--- src/rtl/sbox_scheduler.sv ---
// sbox_scheduler
//
// Shares one pipelined masked AES S-box between two requesters. The round
// SubBytes path sends 16 bytes and the key-schedule SubWord path sends 4.
// A start latches the shared operand block. After that, one shared byte per
// cycle goes into the S-box. The key job has fixed priority, and a byte is
// issued only in a cycle where fresh randomness is available.
//
// A tag pipeline runs alongside the S-box and has the same LATENCY. Each tag
// records which requester a byte belongs to and its byte index. The result
// leaving the S-box is then written into the matching byte of that
// requester's result register.
//
// Ports:
//   ClkxCI, RstxBI          clock (rising edge); async active-low reset
//   StateStartxSI/_StatexDI  SubBytes request and shared 128-bit state
//   StateBusyxSO/DonexSO     state job busy flag and one-cycle done pulse
//   _StatexDO                shared SubBytes result (same layout as input)
//   KeyStartxSI/_KeyxDI      SubWord request and shared 32-bit word
//   KeyBusyxSO/DonexSO       key job busy flag and one-cycle done pulse
//   _KeyxDO                  shared SubWord result
//   RndValidxSI/RndReadyxSO  S-box randomness handshake
//   _SboxInxDO/_SboxOutxDI   shared byte to the S-box and shared result from it
//   ErrorxSO                 sticky randomness-underrun flag
// Share layout: byte b, share s is at bit s*W + b*8, where W is the width of
// one share (128 for the state, 32 for the key, 8 for the S-box ports).
module sbox_scheduler #(
  parameter int SHARES  = 2,
  parameter int LATENCY = 5
) (
  input  logic                  ClkxCI,
  input  logic                  RstxBI,
  input  logic                  StateStartxSI,
  input  logic [128*SHARES-1:0] _StatexDI,
  output logic                  StateBusyxSO,
  output logic                  StateDonexSO,
  output logic [128*SHARES-1:0] _StatexDO,
  input  logic                  KeyStartxSI,
  input  logic [32*SHARES-1:0]  _KeyxDI,
  output logic                  KeyBusyxSO,
  output logic                  KeyDonexSO,
  output logic [32*SHARES-1:0]  _KeyxDO,
  input  logic                  RndValidxSI,
  output logic                  RndReadyxSO,
  output logic [8*SHARES-1:0]   _SboxInxDO,
  input  logic [8*SHARES-1:0]   _SboxOutxDI,
  output logic                  ErrorxSO
);

  typedef struct packed {
    logic       valid;
    logic       src;   // 0 = state, 1 = key
    logic [3:0] idx;
  } tag_t;

  localparam logic SRC_STATE = 1'b0;
  localparam logic SRC_KEY   = 1'b1;

  // Job registers
  logic                  st_busy_q, st_done_q;
  logic [4:0]            st_iss_q, st_ret_q;
  logic [128*SHARES-1:0] st_op_q, st_res_q;
  logic                  key_busy_q, key_done_q;
  logic [2:0]            key_iss_q, key_ret_q;
  logic [32*SHARES-1:0]  key_op_q, key_res_q;
  tag_t                  tag_q [LATENCY];
  logic                  err_q, err_d;

  logic st_cand, key_cand, issue_st, issue_key;
  logic any_tag, st_ret, key_ret, st_fin, key_fin;
  tag_t tag_d, tag_out;

  assign key_cand  = key_busy_q & (key_iss_q < 3'd4);
  assign st_cand   = st_busy_q  & (st_iss_q  < 5'd16);
  assign issue_key = RndValidxSI & key_cand;
  assign issue_st  = RndValidxSI & st_cand & ~key_cand;

  // Build the tag for this cycle and select the operand byte to issue.
  // Operand shares are forwarded one by one and never XORed together.
  always_comb begin
    // NOTE: every output of a combinational block gets a default first, so
    // no path leaves it unassigned and no latch is inferred.
    tag_d      = '0;
    _SboxInxDO = '0;
    if (issue_key) begin
      tag_d.valid = 1'b1;
      tag_d.src   = SRC_KEY;
      tag_d.idx   = {2'b00, key_iss_q[1:0]};
      for (int s = 0; s < SHARES; s++)
        _SboxInxDO[s*8 +: 8] = key_op_q[s*32 + 8*key_iss_q[1:0] +: 8];
    end else if (issue_st) begin
      tag_d.valid = 1'b1;
      tag_d.src   = SRC_STATE;
      tag_d.idx   = st_iss_q[3:0];
      for (int s = 0; s < SHARES; s++)
        _SboxInxDO[s*8 +: 8] = st_op_q[s*128 + 8*st_iss_q[3:0] +: 8];
    end
  end

  always_comb begin
    any_tag = 1'b0;
    for (int k = 0; k < LATENCY; k++) any_tag = any_tag | tag_q[k].valid;
  end

  assign tag_out = tag_q[LATENCY-1];
  assign st_ret  = tag_out.valid & (tag_out.src == SRC_STATE);
  assign key_ret = tag_out.valid & (tag_out.src == SRC_KEY);
  assign st_fin  = st_ret  & (st_ret_q  == 5'd15);
  assign key_fin = key_ret & (key_ret_q == 3'd3);

  // The S-box consumes randomness for every byte it is processing, so the
  // PRNG must keep supplying it until the pipeline drains. The pipeline
  // never stalls: a missing value is flagged as an error but not waited for.
  assign RndReadyxSO = issue_key | issue_st | any_tag;
  assign err_d       = err_q | (RndReadyxSO & ~RndValidxSI & any_tag);

  // Tag pipeline and error flag
  always_ff @(posedge ClkxCI or negedge RstxBI) begin
    if (!RstxBI) begin
      // NOTE: the tag shift register is reset as well. Its valid bits decide
      // whether a result is written back, so stale tags must not survive a reset.
      for (int k = 0; k < LATENCY; k++) tag_q[k] <= '0;
      err_q <= 1'b0;
    end else begin
      // NOTE: sequential state uses non-blocking assignments only, so every
      // stage samples its predecessor's value from before this clock edge.
      tag_q[0] <= tag_d;
      for (int k = 1; k < LATENCY; k++) tag_q[k] <= tag_q[k-1];
      err_q <= err_d;
    end
  end

  // State (SubBytes) job
  always_ff @(posedge ClkxCI or negedge RstxBI) begin
    if (!RstxBI) begin
      st_busy_q <= 1'b0;
      st_done_q <= 1'b0;
      st_iss_q  <= '0;
      st_ret_q  <= '0;
      st_op_q   <= '0;
      st_res_q  <= '0;
    end else begin
      st_done_q <= 1'b0;
      if (st_fin) begin
        st_busy_q <= 1'b0;
        st_done_q <= 1'b1;
        st_iss_q  <= '0;
        st_ret_q  <= '0;
      end else begin
        if (!st_busy_q && StateStartxSI) begin
          st_busy_q <= 1'b1;
          st_op_q   <= _StatexDI;
        end
        if (issue_st) st_iss_q <= st_iss_q + 5'd1;
        if (st_ret)   st_ret_q <= st_ret_q + 5'd1;
      end
      if (st_ret)
        for (int s = 0; s < SHARES; s++)
          st_res_q[s*128 + 8*tag_out.idx +: 8] <= _SboxOutxDI[s*8 +: 8];
    end
  end

  // Key (SubWord) job
  always_ff @(posedge ClkxCI or negedge RstxBI) begin
    if (!RstxBI) begin
      key_busy_q <= 1'b0;
      key_done_q <= 1'b0;
      key_iss_q  <= '0;
      key_ret_q  <= '0;
      key_op_q   <= '0;
      key_res_q  <= '0;
    end else begin
      key_done_q <= 1'b0;
      if (key_fin) begin
        key_busy_q <= 1'b0;
        key_done_q <= 1'b1;
        key_iss_q  <= '0;
        key_ret_q  <= '0;
      end else begin
        if (!key_busy_q && KeyStartxSI) begin
          key_busy_q <= 1'b1;
          key_op_q   <= _KeyxDI;
        end
        if (issue_key) key_iss_q <= key_iss_q + 3'd1;
        if (key_ret)   key_ret_q <= key_ret_q + 3'd1;
      end
      if (key_ret)
        for (int s = 0; s < SHARES; s++)
          key_res_q[s*32 + 8*tag_out.idx[1:0] +: 8] <= _SboxOutxDI[s*8 +: 8];
    end
  end

  assign StateBusyxSO = st_busy_q;
  assign StateDonexSO = st_done_q;
  assign _StatexDO    = st_res_q;
  assign KeyBusyxSO   = key_busy_q;
  assign KeyDonexSO   = key_done_q;
  assign _KeyxDO      = key_res_q;
  assign ErrorxSO     = err_q;

endmodule

--- config.mk ---
export PLATFORM = sky130hd
export DESIGN_NAME = sbox_scheduler
export DESIGN_NICKNAME = d
export VERILOG_FILES = /design/src/rtl/sbox_scheduler.sv
export SDC_FILE = /design/constraint.sdc
export NUM_CORES = 1
export LEC_CHECK = 0
export CAP_MARGIN = 20
export CORE_ASPECT_RATIO = 0.6
export CORE_MARGIN = 2
export CORE_UTILIZATION = 30
export DETAILED_ROUTE_END_ITERATION = 7
export PLACE_DENSITY = 0.57
export SYNTH_ARGS = -nofsm -noshare
export SYNTH_HDL_FRONTEND = slang
export SYNTH_SLANG_ARGS = --single-unit
--- constraint.sdc ---
create_clock -name ClkxCI -period 6.8 [get_ports ClkxCI]
set_clock_uncertainty 0.15 [all_clocks]
set_input_delay 0.68 -clock ClkxCI [delete_from_list [all_inputs] [get_ports ClkxCI]]
set_output_delay 0.68 -clock ClkxCI [all_outputs]
set_load 0.02 [all_outputs]
* Yosys cells after proc, flatten, opt, wreduce, memory -nomap -nowiden
Cells that the tools add are included.
** Word-level totals
- Bits in registers :: 691
- Output and inout port bits :: 342
- Word-level logic and storage cells :: 113
** Cells by class
- $add $sub $neg :: 12
- $lt $le $gt $ge :: 2
- Equal/unequal tests :: 2
- Shift-type cells :: 12
- Muxes and demuxes :: 22
- Bitwise gates (word level) :: 23
- Reductions and logical operators :: 12
** Operators with widths (count)
- bitwise mux 256 bit :: 2
- variable shift 8 x 34 -> 256 bit (first input constant) :: 2
- variable part select 8 x 34 -> 256 bit :: 2
- variable part select 256 x 10 -> 8 bit :: 1
- variable part select 256 x 8 -> 8 bit :: 1
- bitwise mux 64 bit :: 2
- variable shift 8 x 34 -> 64 bit (first input constant) :: 2
- variable part select 8 x 34 -> 64 bit :: 2
- negation 7 -> 34 bit :: 2
- variable part select 64 x 6 -> 8 bit :: 1
- variable part select 64 x 8 -> 8 bit :: 1
- negation 5 -> 34 bit :: 1
- negation 9 -> 34 bit :: 1
- two-way mux 16 bit :: 2
- two-way mux 5 bit :: 4
- adder 8 x 7 -> 9 bit (first input constant) :: 2
- adder 6 x 5 -> 7 bit (first input constant) :: 2
- two-way mux 3 bit :: 4
- two-way mux 6 bit :: 2
- nonzero test 2 bit :: 6
- bitwise AND 1 bit :: 11
- adder 5 x 1 -> 5 bit (second input constant) :: 2
- OR 1 bit :: 7
- adder 3 x 1 -> 3 bit (second input constant) :: 2
- other kinds (9) :: 21

* Longest topological paths before layout
- Depth in word-level cells :: 9
- Gate-level depth with buffers :: 12

* Least setup slack after synthesis
OpenSTA, ideal clock, no wires.
- Path kind :: flip-flop to flip-flop
- Start point :: register tag_q (netlist bit tag_out[0])
- End point :: register st_res_q[0], in the netlist _StatexDO[0]
- Setup time :: 0.125 ns
- Arrival :: 3.089 ns
- Slack :: 3.436 ns
- Cell stages (with the launch flop) :: 11
- Buffers on the path :: 4
- Cell sequence :: dfrtp_1 -> buf_1 -> clkbuf_1 -> inv_1 -> ha_1 -> ha_1 -> buf_2 -> or2_2 -> or4_1 -> buf_2 -> mux2_4
** Between the ends
- Longest elaborated chain between the ends :: 4
** RTL lines
- start, declared :: line 66 : tag_t tag_q [LATENCY];
- adder 8 x 7 -> 9 bit or negation 7 -> 34 bit (tied branches) :: line 159 : st_res_q[s*128 + 8*tag_out.idx +: 8] <= _SboxOutxDI[s*8 +: 8];
- negation 9 -> 34 bit, or another cell as far along :: line 159
- variable part select 8 x 34 -> 256 bit, or another cell as far along :: line 159
- bitwise mux 256 bit * :: line 159
- end signal, assigned by index :: line 159
- end, declared :: line 62 : logic [128*SHARES-1:0] st_op_q, st_res_q;
Mark *: on every way between the ends. The rest lies on a longest branch, timed or not.
A chain may end at the register's enable or synchronous reset.

* Worst setup path after layout
- Start point :: register st_iss_q[0]
- End point :: output _SboxInxDO[11]
** Between the ends
- Longest elaborated chain between the ends :: 6
** RTL lines
- start, declared :: line 61 : logic [4:0] st_iss_q, st_ret_q;
- start signal, assigned :: line 154 : if (issue_st) st_iss_q <= st_iss_q + 5'd1;
- branches (longest 4 deep; another with adder 8 x 7 -> 9 bit)
- two-way mux 16 bit * :: line 91 : end else if (issue_st) begin
- two-way mux 16 bit * :: line 85 : if (issue_key) begin
- end, declared :: line 45 : output logic [8*SHARES-1:0] _SboxInxDO,
Mark *: on every way between the ends.

==> run_results.csv <==
group,metric,value,unit
die,start_util,0.301,
sta,setup_slack,2070,ps
detailed_routing,drt_iter0_drc,2710,
sta,fin_setup_tns,0,ps
die,io_pins,683,
yosys,synth_fp_nets,2855,
sta,whs,184,ps
yosys,syn_area_per_cell,12.6,µm²
sta,setup_violations,0,
grt,grt_max_degree,149,
final_layout,layout-area-overhead-vs-synth,32.5,%
sta,worstMarginPinSlew,1110,ps
placed_design,place_area,0.0394,mm²
worst_setup_path,rr_endpoint,"_StatexDO[109]",
grt,antenna_found_initial,20,
worst_setup_path,endpoint_kind,"output pin",
worst_setup_path,cp-start-kind,"flop",
clock_network,htreeDepth,3,
sta,hold_violations,0,
worst_setup_path,cp.arrival,3900,ps
die,die_h,255,µm
grt,grt_pass1_vias,24000,
final_layout,final_util,0.400,
sta,fin_crit,4730,ps
sta,slew_violations,0,
detailed_routing,num_vias,24500,
min_path,holdCritStartpoint,"tag_q[10]",
sta,rsz0062_at_grt,"no",
worst_setup_path,path_max_fanout,34,
yosys,synth_area,0.0315,mm²
final_layout,fin_area,0.0418,mm²
die,die_area,0.108,mm²
detailed_routing,drc_errors,0,
worst_setup_path,r2r_setup_slack,2360,ps
grt,grt.total_usage,0.216,
grt,grt_pass1_wl,172000,µm
worst_setup_path,crit_required,5970,ps
clock_network,worstSkewPairLatency,660,ps
final_layout,final_common_cell,"dfrtp_1",
sta,fin_crit_sh,0.695,
detailed_routing,routed_wl,121000,µm
yosys,synth_warnings,0,
detailed_routing,firstDrtPassIters,8,
detailed_routing,viasPerCell,5.35,
outcome,status,"completed",
yosys,ys_ff_latch,691,
detailed_routing,wl_per_cell,26.3,µm
placed_design,portBuffers,682,
yosys,synthArstFlopShare,1.00,
clock_network,cts.sinks,691,
min_path,min_path_cells,0,
yosys,synth_cell_type_count,75,
worst_setup_path,r2r-start,"tag_out[0]",
power_and_ir_drop,power_density,470,mW/mm²
detailed_routing,ant_nets,0,
power_and_ir_drop,peakVddDrop,0.318,mV
yosys,synth-edff-count,0,
sta,max_freq,211,MHz
power_and_ir_drop,power_leakage,17.3,nW
final_layout,drive_above_1_share,0.132,
final_layout,num-nets-final,3477,
yosys,syn_inst,2500,
clock_network,cts_tree,"done",
final_layout,mostFrequentLayoutCells,"688 x dfrtp_1, 681 x clkdlybuf4s50_1, 225 x nand2_1, 200 x mux2_1, 127 x mux2_2",
placed_design,hpwlAfterDp,87900,µm
sta,slew_headroom,0.256,
worst_setup_path,cp-startpoint,"st_iss_q[0]",
min_path,worstHoldEndpoint,"tag_out[4]",
placed_design,pre_cts_ws,2340,ps
die,die_w,423,µm
min_path,min_path_type,"reg -> reg",
worst_setup_path,path_class,"reg -> out",
flow_run,maxCapViolCount,0,
clock_network,cts_root_buf,"clkbuf_16",
yosys,yosysSeqAreaShare,0.548,
grt,grt-ovfl-total,0,
worst_setup_path,reg2reg_depth,8,
clock_network,cts_made_buffers,73,
clock_network,clockBufferDepth,3,
yosys,synthFlopType,"dfrtp_1",
placed_design,gp_congestion,0.929,
clock_network,clk_pin_slew,60,ps
die,fp.coreArea,0.105,mm²
die,placementRows,92,
[routing by layer]
metal	track usage	routed length, µm	share of wire
met5	0	88	0.00073
met4	0.0804	4270	0.035
met2	0.318	54500	0.45
met3	0.0544	10100	0.083
met1	0.306	51600	0.43
[stage by stage]
step | power, mW | cells
4_1_cts | 19.6 | 4573
3_5_place_dp | 15.6 | 4450
3_3_place_gp | 15.4 | 4448
5_1_grt | 20.6 | 4586
2_1_floorplan | 11.7 | 2500
6_report | 19.6 | 4589
[critical path, stage by stage, from the launching register on]
cell and delay (ps):
dfrtp_4 890, buf_4 550, mux4_2 560, mux2i_1 310, nor2_1 80, a211o_1 260
clkdlybuf4s50_1 550
[sequential cells by signal (all words and copies together) (netlist names), 3 cells and up]
name,count
key_ret_q,3
tag_out,6
st_op_q,256
tag_q,24
_StatexDO,256
key_op_q,64
key_iss_q,3
_KeyxDO,64
st_ret_q,5
st_iss_q,5
[worst max path at each step]
stage | end | slack, ps | cells after the start
finish | _SboxInxDO[11] | 2070 | 6
global route | _SboxInxDO[11] | 1820 | 6
CTS | _SboxInxDO[0] | 1980 | 6
detailed placement | _SboxInxDO[9] | 2340 | 6
global placement | _SboxInxDO[9] | 2380 | 6
floorplan | _StatexDO[0] | 3440 | 10
[cells by family after synthesis]
family / count (synthesis) / share of synthesized area
buffers and inverters: 268 / 0.0475
muxes: 431 / 0.183
xor gates and xnor gates: 6 / 0.00167
adders and majority gates: 14 / 0.00555
DFF: 691 / 0.548
AOI/OAI and AO/OA: 568 / 0.135
and+or+nand+nor: 522 / 0.0792
[report_power, final]
part,internal [mW],switching [mW],total (mW)
logic,3.74,4.98,8.73
registers,5.82,1.11,6.93
clock network,2.24,1.74,3.98
total,11.8,7.83,19.6
[Yosys cell counts (12+ instances only)]
library cell  count  area share
a211o_1          18      0.0050
a21o_1           17      0.0040
a21oi_1          50      0.0079
a221o_1          13      0.0041
a22o_1           69       0.019
a31oi_1          12      0.0024
a32oi_1          75       0.021
and2_1           16      0.0032
and3_1           13      0.0026
buf_12           22       0.014
buf_2            51      0.0081
clkbuf_1         99       0.012
dfrtp_1         691        0.55
ha_1             14      0.0056
inv_1            76      0.0090
mux2_1          200       0.071
mux2_2          127       0.045
mux2i_1          16      0.0051
mux4_2           80       0.057
nand2_1         225       0.027
nand2b_1         23      0.0046
nand3_1          42      0.0067
nor2_1          113       0.013
nor2b_1          20      0.0040
o21ai_0          91       0.014
o22a_1           12      0.0033
o22ai_1          72       0.014
o2bb2ai_1        25      0.0069
o31ai_1          32      0.0076
o32a_1           14      0.0044
o32ai_1          24      0.0067
[area by class of cell]
type,count,area (µm²)
clock buffers,111,2170
multi-input cells,1541,12800
flip-flops and latches,691,17300
fillers,9953,62800
diodes,10,25.0
clock inverters,11,109
repair buffers,739,7380
well taps,1410,1760
inverters,76,285
[timing repair]
| item | in CTS | in global routing |
|---|---|---|
| hold buffers | 1 | 0 |
| hold endpoints to repair | 34 | 0 |
| resized for setup | 0 | 0 |
| setup buffers | 0 | 0 |
Note: power is estimated with default switching activity, not from simulation.
